**config.mk**
```make
export PLATFORM = sky130hd
export DESIGN_NAME = uart_alu_intf
export DESIGN_NICKNAME = d
export VERILOG_FILES = /design/src/rtl/uart_alu_pkg.sv /design/src/rtl/uart_alu_intf_timeout.sv /design/src/rtl/uart_alu_intf.sv
export SDC_FILE = /design/constraint.sdc
export NUM_CORES = 1
export LEC_CHECK = 0
export BUFFER_PORTS_ARGS = -buffer_cell sky130_fd_sc_hd__buf_4
export CORE_MARGIN = 4
export CORE_UTILIZATION = 35
export CTS_CLUSTER_SIZE = 16
export DETAILED_ROUTE_END_ITERATION = 6
export HOLD_SLACK_MARGIN = 0.02
export PLACE_DENSITY_LB_ADDON = 0.12
export SETUP_SLACK_MARGIN = 0.05
export SLEW_MARGIN = 10
export SYNTH_ARGS = -nofsm -noshare
export SYNTH_HDL_FRONTEND = slang
export SYNTH_SLANG_ARGS = --single-unit
export TNS_END_PERCENT = 20
```
**constraint.sdc**
```tcl
create_clock -name clk -period 1.41 [get_ports clk]
set_input_delay 0.282 -clock clk [delete_from_list [all_inputs] [get_ports clk]]
set_output_delay 0.282 -clock clk [all_outputs]
set_load 0.005 [all_outputs]
```
**src/rtl/uart_alu_pkg.sv**
```systemverilog
// Shared types and defaults for the UART-to-ALU byte collector.
// The optional inter-byte timeout is enabled with UART_ALU_INTF_TIMEOUT_EN.
package uart_alu_pkg;

    localparam int NB_DATA_DEF     = 32'sd8;
    localparam int NB_OP_DEF       = 32'sd6;
    localparam int TIMEOUT_CYC_DEF = 32'sd1000000;

    typedef enum logic [2:0] {
        WAIT_A  = 3'd0,
        WAIT_B  = 3'd1,
        WAIT_OP = 3'd2,
        CALC    = 3'd3,
        WAIT_TX = 3'd4
    } state_t;

    // Counter width able to hold 0 .. cycles-1, never narrower than one bit.
    function automatic int cnt_width(input int cycles);
        if (cycles > 32'sd2) begin
            cnt_width = $clog2(cycles);
        end else begin
            cnt_width = 32'sd1;
        end
    endfunction

    localparam int TO_CNT_W = cnt_width(TIMEOUT_CYC_DEF);

endpackage

```
**src/rtl/uart_alu_intf_timeout.sv**
```systemverilog
// Inter-byte watchdog: counts enabled cycles and flags the terminal count.
// Only instantiated when UART_ALU_INTF_TIMEOUT_EN is defined.
module intf_timeout
    import uart_alu_pkg::*;
#(
    parameter int TIMEOUT_CYC = TIMEOUT_CYC_DEF,
    parameter int CNT_W       = cnt_width(TIMEOUT_CYC)
) (
    input  logic clk,
    input  logic reset,
    input  logic clear,
    input  logic enable,
    output logic expire
);

    localparam logic [CNT_W-1:0] PRE_TERMINAL = CNT_W'(TIMEOUT_CYC - 32'sd2);

    logic [CNT_W-1:0] count_r;
    logic             expire_r;

    // expire_r rises together with count_r reaching TIMEOUT_CYC-1, so the flag stays registered.
    always_ff @(posedge clk) begin
        if (!reset) begin
            count_r  <= {CNT_W{1'b0}};
            expire_r <= 1'b0;
        end else if (clear || !enable || expire_r) begin
            count_r  <= {CNT_W{1'b0}};
            expire_r <= 1'b0;
        end else begin
            count_r  <= count_r + {{(CNT_W-1){1'b0}}, 1'b1};
            expire_r <= (count_r == PRE_TERMINAL);
        end
    end

    assign expire = expire_r;

endmodule

```
**src/rtl/uart_alu_intf.sv**
```systemverilog
// Collects operand A, operand B and opcode from the UART receiver, then ships the ALU result to the transmitter.
// Optional inter-byte timeout: define UART_ALU_INTF_TIMEOUT_EN.
module uart_alu_intf
    import uart_alu_pkg::*;
#(
    parameter int NB_DATA     = NB_DATA_DEF,
    parameter int NB_OP       = NB_OP_DEF,
    parameter int TIMEOUT_CYC = TIMEOUT_CYC_DEF
) (
    input  logic               clk,
    input  logic               reset,
    input  logic               rx_done_tick,
    input  logic [NB_DATA-1:0] rx_data,
    input  logic [NB_DATA-1:0] alu_result,
    input  logic               tx_done_tick,
    output logic [NB_DATA-1:0] alu_data_a,
    output logic [NB_DATA-1:0] alu_data_b,
    output logic [NB_OP-1:0]   alu_op,
    output logic [NB_DATA-1:0] tx_data,
    output logic               tx_start,
    output logic               busy
);

    state_t state_r;
    logic   expire_s;

`ifdef UART_ALU_INTF_TIMEOUT_EN
    logic timeout_en_s;
    logic timeout_clr_s;

    // Watchdog runs only while a transaction is partially received.
    always_comb begin
        timeout_en_s  = 1'b0;
        timeout_clr_s = 1'b0;
        if ((state_r == WAIT_B) || (state_r == WAIT_OP)) begin
            timeout_en_s  = 1'b1;
            timeout_clr_s = rx_done_tick;
        end else begin
            timeout_en_s  = 1'b0;
            timeout_clr_s = 1'b0;
        end
    end

    intf_timeout #(
        .TIMEOUT_CYC (TIMEOUT_CYC)
    ) u_timeout (
        .clk    (clk),
        .reset  (reset),
        .clear  (timeout_clr_s),
        .enable (timeout_en_s),
        .expire (expire_s)
    );
`else
    logic unused_timeout_cfg_s;

    assign unused_timeout_cfg_s = ^TIMEOUT_CYC;
    assign expire_s             = 1'b0;
`endif

    // Transaction FSM; a received byte always takes priority over a coincident timeout.
    always_ff @(posedge clk) begin
        if (!reset) begin
            state_r    <= WAIT_A;
            alu_data_a <= {NB_DATA{1'b0}};
            alu_data_b <= {NB_DATA{1'b0}};
            alu_op     <= {NB_OP{1'b0}};
            tx_data    <= {NB_DATA{1'b0}};
            tx_start   <= 1'b0;
            busy       <= 1'b0;
        end else begin
            tx_start <= 1'b0;
            case (state_r)
                WAIT_A: begin
                    if (rx_done_tick) begin
                        alu_data_a <= rx_data;
                        state_r    <= WAIT_B;
                    end else begin
                        state_r    <= WAIT_A;
                    end
                end
                WAIT_B: begin
                    if (rx_done_tick) begin
                        alu_data_b <= rx_data;
                        state_r    <= WAIT_OP;
                    end else if (expire_s) begin
                        state_r    <= WAIT_A;
                    end else begin
                        state_r    <= WAIT_B;
                    end
                end
                WAIT_OP: begin
                    if (rx_done_tick) begin
                        alu_op  <= rx_data[NB_OP-1:0];
                        busy    <= 1'b1;
                        state_r <= CALC;
                    end else if (expire_s) begin
                        state_r <= WAIT_A;
                    end else begin
                        state_r <= WAIT_OP;
                    end
                end
                CALC: begin
                    tx_data  <= alu_result;
                    tx_start <= 1'b1;
                    state_r  <= WAIT_TX;
                end
                WAIT_TX: begin
                    if (tx_done_tick) begin
                        busy    <= 1'b0;
                        state_r <= WAIT_A;
                    end else begin
                        state_r <= WAIT_TX;
                    end
                end
                default: begin
                    busy    <= 1'b0;
                    state_r <= WAIT_A;
                end
            endcase
        end
    end

endmodule

```
Word-level counts from Yosys, hierarchy flattened

Cells that the tools add are included.

Register bits: 35
Input bits: 20
Output and inout port bits: 32
Word-level logic and storage cells: 29

Equality and inequality tests: 6
Multiplexer cells: 9
Bitwise operators: 1
Reduce and logical (&&, ||, !) cells: 6

Operators by type and width:

| cell                                                 | count |
|---|---|
| one-hot mux 3 bit (5 select lines)                   | 1 |
| equality test 3 x 2 -> 1 bit (second input constant) | 2 |
| AND reduction 2 bit                                  | 3 |
| 2-to-1 mux 1 bit                                     | 5 |
| != test 2 bit (second input constant)                | 2 |
| equality test 3 x 1 -> 1 bit (second input constant) | 1 |
| equality test 3 bit (second input constant)          | 1 |
| zero test 3 bit                                      | 1 |
| 2-to-1 mux 3 bit                                     | 1 |
| one-hot mux 1 bit (3 select lines)                   | 1 |
| AND reduction 3 bit                                  | 1 |
| OR reduction 3 bit                                   | 1 |
| 2-to-1 mux 2 bit                                     | 1 |
| inverter 1 bit                                       | 1 |

Depth between registers and ports, before layout

Word-level depth: 4
Mapped depth: 5
Mapped depth without buffers: 3

Least setup slack after synthesis

No wires, ideal clock.

Path type: flip-flop to flip-flop
Start: register state_r[2]
End: register alu_data_a[1]
Library setup time: 116 ps
Arrival time: 1,071 ps
Data required time: 1,294 ps
Setup slack: 222 ps
Stages on the path, launching flop included: 5
Path buffers: 1
Clock period less this slack: 1,188 ps
Cells stage by stage: dfxtp_1 > or4b_1 > buf_2 > nand2_1 > a21boi_1

Cells in the longest elaborated chain, start to end: 2

RTL lines:

| item                          | line                | text |
|---|---|---|
| start: declaration            | uart_alu_intf.sv:24 | `state_t state_r;` |
| start signal: assignment      | uart_alu_intf.sv:63 | `state_r <= WAIT_A;` |
| start signal: assignment      | uart_alu_intf.sv:76 | `state_r <= WAIT_B;` |
| start signal: assignment      | uart_alu_intf.sv:78 | `state_r <= WAIT_A;` |
| zero test 3 bit               | uart_alu_intf.sv:72 | `case (state_r)` |
| AND reduction 2 bit (no line) | n/a                 |  |
| end signal: assignment        | uart_alu_intf.sv:64 | `alu_data_a <= {NB_DATA{1'b0}};` |
| end signal: assignment        | uart_alu_intf.sv:75 | `alu_data_a <= rx_data;` |
| end: declaration              | uart_alu_intf.sv:16 | `output logic [NB_DATA-1:0] alu_data_a,` |

No other way between the ends.
A chain may end at the register's enable or synchronous reset.

Worst setup path in the final report

Start: register state_r[1]
End: register alu_op[5]

Cells in the longest elaborated chain, start to end: 2

RTL lines:

| item                          | line                | text |
|---|---|---|
| equality test 3 x 2 -> 1 bit  | uart_alu_intf.sv:72 |  |
| AND reduction 2 bit (no line) | n/a                 |  |
| end signal: assignment        | uart_alu_intf.sv:66 | `alu_op <= {NB_OP{1'b0}};` |
| end signal: assignment        | uart_alu_intf.sv:93 | `alu_op <= rx_data[NB_OP-1:0];` |
| end: declaration              | uart_alu_intf.sv:18 | `output logic [NB_OP-1:0] alu_op,` |

No other way between the ends.

==> impl_metrics.tcl <==
set metrics [dict create \
    routedWlPerCell_um 13.1 \
    pin_count 52 \
    crit_path_top_delay_cell "dfxtp_1" \
    clkSinkCount 35 \
    worstPathCellList "and4bb_4, mux2i_1, nor2b_1" \
    ir_worst_vdd_v 0.000650 \
    drive_above_1_share 0.356 \
    drv_cap 0 \
    clk_pin_slew_ns 0.07 \
    antenna_left 0 \
    root_buffer "clkbuf_8" \
    period_share 0.940 \
    overflow 0 \
    drtIter0Drc 44 \
    routed_wl_mm 3.08 \
    fin_worst_skew_ns 0.00255 \
    clk_latency_ns 0.28 \
    power_density_mw_per_mm2 1040 \
    arrival_ns 1.49 \
    syn_inst 133 \
    power_frac_seq 0.527 \
    nNetsFinal 208 \
    fin_tns_setup_ns 0 \
    cts_setup_buffers 0 \
    synth_area_sq_mm 0.00140 \
    leakagePower_uw 0.000849 \
    yosys.cell_types.count 22 \
    gp_congestion 0.796 \
    cts_hold_buf 0 \
    worst_path_largest_cell_delay_ns 0.51 \
    yosysSeqAreaShare 0.501 \
    start_util 0.371 \
    drt-pass1-iter-count 4 \
    worst_pin_slew_ns 0.320 \
    placed_cells 229 \
    grt_start_max_net_pins 34 \
    hold_path_class "input pin to register" \
    ys_warn_count 0 \
    grt.total_usage 0.125 \
    drv_slew 0 \
    cts_tree "yes" \
    cts.path.max_buffers 2 \
    rsz0062_at_grt "true" \
    status "completed" \
    cts.htree.levels 2 \
    grt_pass1_wl_mm 4.93 \
    area_delta_synth_final_pct 36.8 \
    fin_crit_ns 1.32 \
    cp_max_fo 8 \
    core_area_sq_mm 0.00377 \
    p_sw_frac 0.223 \
    rows 22 \
    layout.cells.non_filler 236 \
    cp-end-kind "register" \
    diodes 0 \
    power.switching_uw 444 \
    internal-power_uw 1550 \
    syn_nets 153 \
    clockPowerShare 0.354 \
    grt_antenna_before_repair 0 \
    cts_made_buffers 5 \
    critPathRequiredTime_ns 1.58 \
    die_width_um 71.2 \
    vias_per_cell 4.51 \
    max_freq_mhz 755 \
    start_kind "register" \
    max_slew_margin 0.786 \
    place.port_buffers 51 \
    setup_viol 0 \
    syn_area_per_cell_sq_um 10.5 \
    combPwrFrac 0.119 \
    vias 1064 \
    die-height_um 71.2 \
    drc_errors 0 \
    synth-seq-cells 35 \
    hold_violations 0 \
    critPathKind "register to register" \
    die-area_sq_mm 0.00507 \
    grt_pass1_vias 1044 \
]
## registers in the layout, indices dropped and copies added, names as in the netlist
register / cells
tx_data: 8
alu_data_b: 8
tx_start: 1
alu_data_a: 8
alu_op: 6
state_r: 3
busy: 1
## power by group through the flow
stage,clock network [uW],registers [uW],logic (uW)
global route,783,1050,262
global placement,0,1070,233
detailed placement,0,1070,239
CTS,731,1050,239
floorplan,0,1070,122
finish,704,1050,238
## logic make-up after synthesis
logic type,after synthesis,synth area share
muxes,22,0.157
and+or+nand+nor,53,0.225
buffers and inverters,10,0.0519
AOI/OAI and AO/OA,13,0.0644
DFF,35,0.501
## layout make-up
cell class | count | area, sq um
clock buffers | 6 | 82.6
clock inverters | 1 | 5.00
fillers | 358 | 1860
inverters | 1 | 3.75
multi-input cells | 88 | 633
flip-flops and latches | 35 | 701
well taps | 48 | 60.1
repair buffers | 57 | 428
## synth_stat cells (all sizes together)
cell type / number / area (sq um)
nor3b: 1 / 7.51
inv: 1 / 3.75
mux2i: 22 / 220
and4bb: 2 / 25.0
nor2b: 23 / 144
or4b: 1 / 10.0
nand2: 19 / 71.3
nor3: 1 / 5.00
buf: 6 / 57.6
o31ai: 1 / 7.51
nand2b: 1 / 6.26
clkbuf: 3 / 11.3
nor2: 2 / 7.51
a21oi: 3 / 15.0
a21boi: 9 / 67.6
dfxtp: 35 / 701
nand3b: 2 / 15.0
nor4b: 1 / 23.8
## per-stage QoR
stage          total power (uW)  utilization  hold WS (ns)  cell area [sq um]  setup WS (ns)
5_1_grt                    2100        0.507         0.246               1910         0.0363
3_5_place_dp               1310        0.482         0.455               1820         0.0234
2_1_floorplan              1190            -         0.417               1400          0.222
3_3_place_gp               1300        0.482         0.447               1820         0.0633
4_1_cts                    2020        0.505         0.250               1910         0.0127
6_report                   1990        0.507         0.258               1910         0.0850
## metal layers
metal,track usage,routed length [um],part of all wire
met1,0.144,1330,0.43
met2,0.203,1530,0.50
met3,0.0547,209,0.068
met4,0.0501,18,0.0058
met5,0,0,0
## critical path: cells and delay by family, from the launching register on
kind	cells	cell delay, ns
mux	1	0.24
simple gates	2	0.47
flops	1	0.51
## cells in the final DEF, fill, tap and decap left out, types with 2 or more instances in the layout
cell      instances
mux2i_1          22
nand3b_1          2
nor2b_1          23
nand2_1          19
dfxtp_1          35
buf_4            57
a21oi_1           3
clkbuf_8          6
a21boi_1          8
nor2_1            2
## worst paths after layout
check	from	to	slack, ns	cells past startpoint
min	rx_data[6]	alu_data_a[6]	0.26	3
max	state_r[1]	alu_op[5]	0.09	3
max reg2reg	state_r[1]	alu_op[5]	0.09	3
min reg2reg	alu_data_a[2]	alu_data_a[2]	0.46	2
## timing repair
| action | 4_1_cts | 5_1_grt |
|---|---|---|
| setup endpoints to repair | 9 | 14 |
| gates resized for setup | 0 | 2 |
| endpoints found under the hold margin | 0 | 0 |
(Power assumes the default switching activity.)
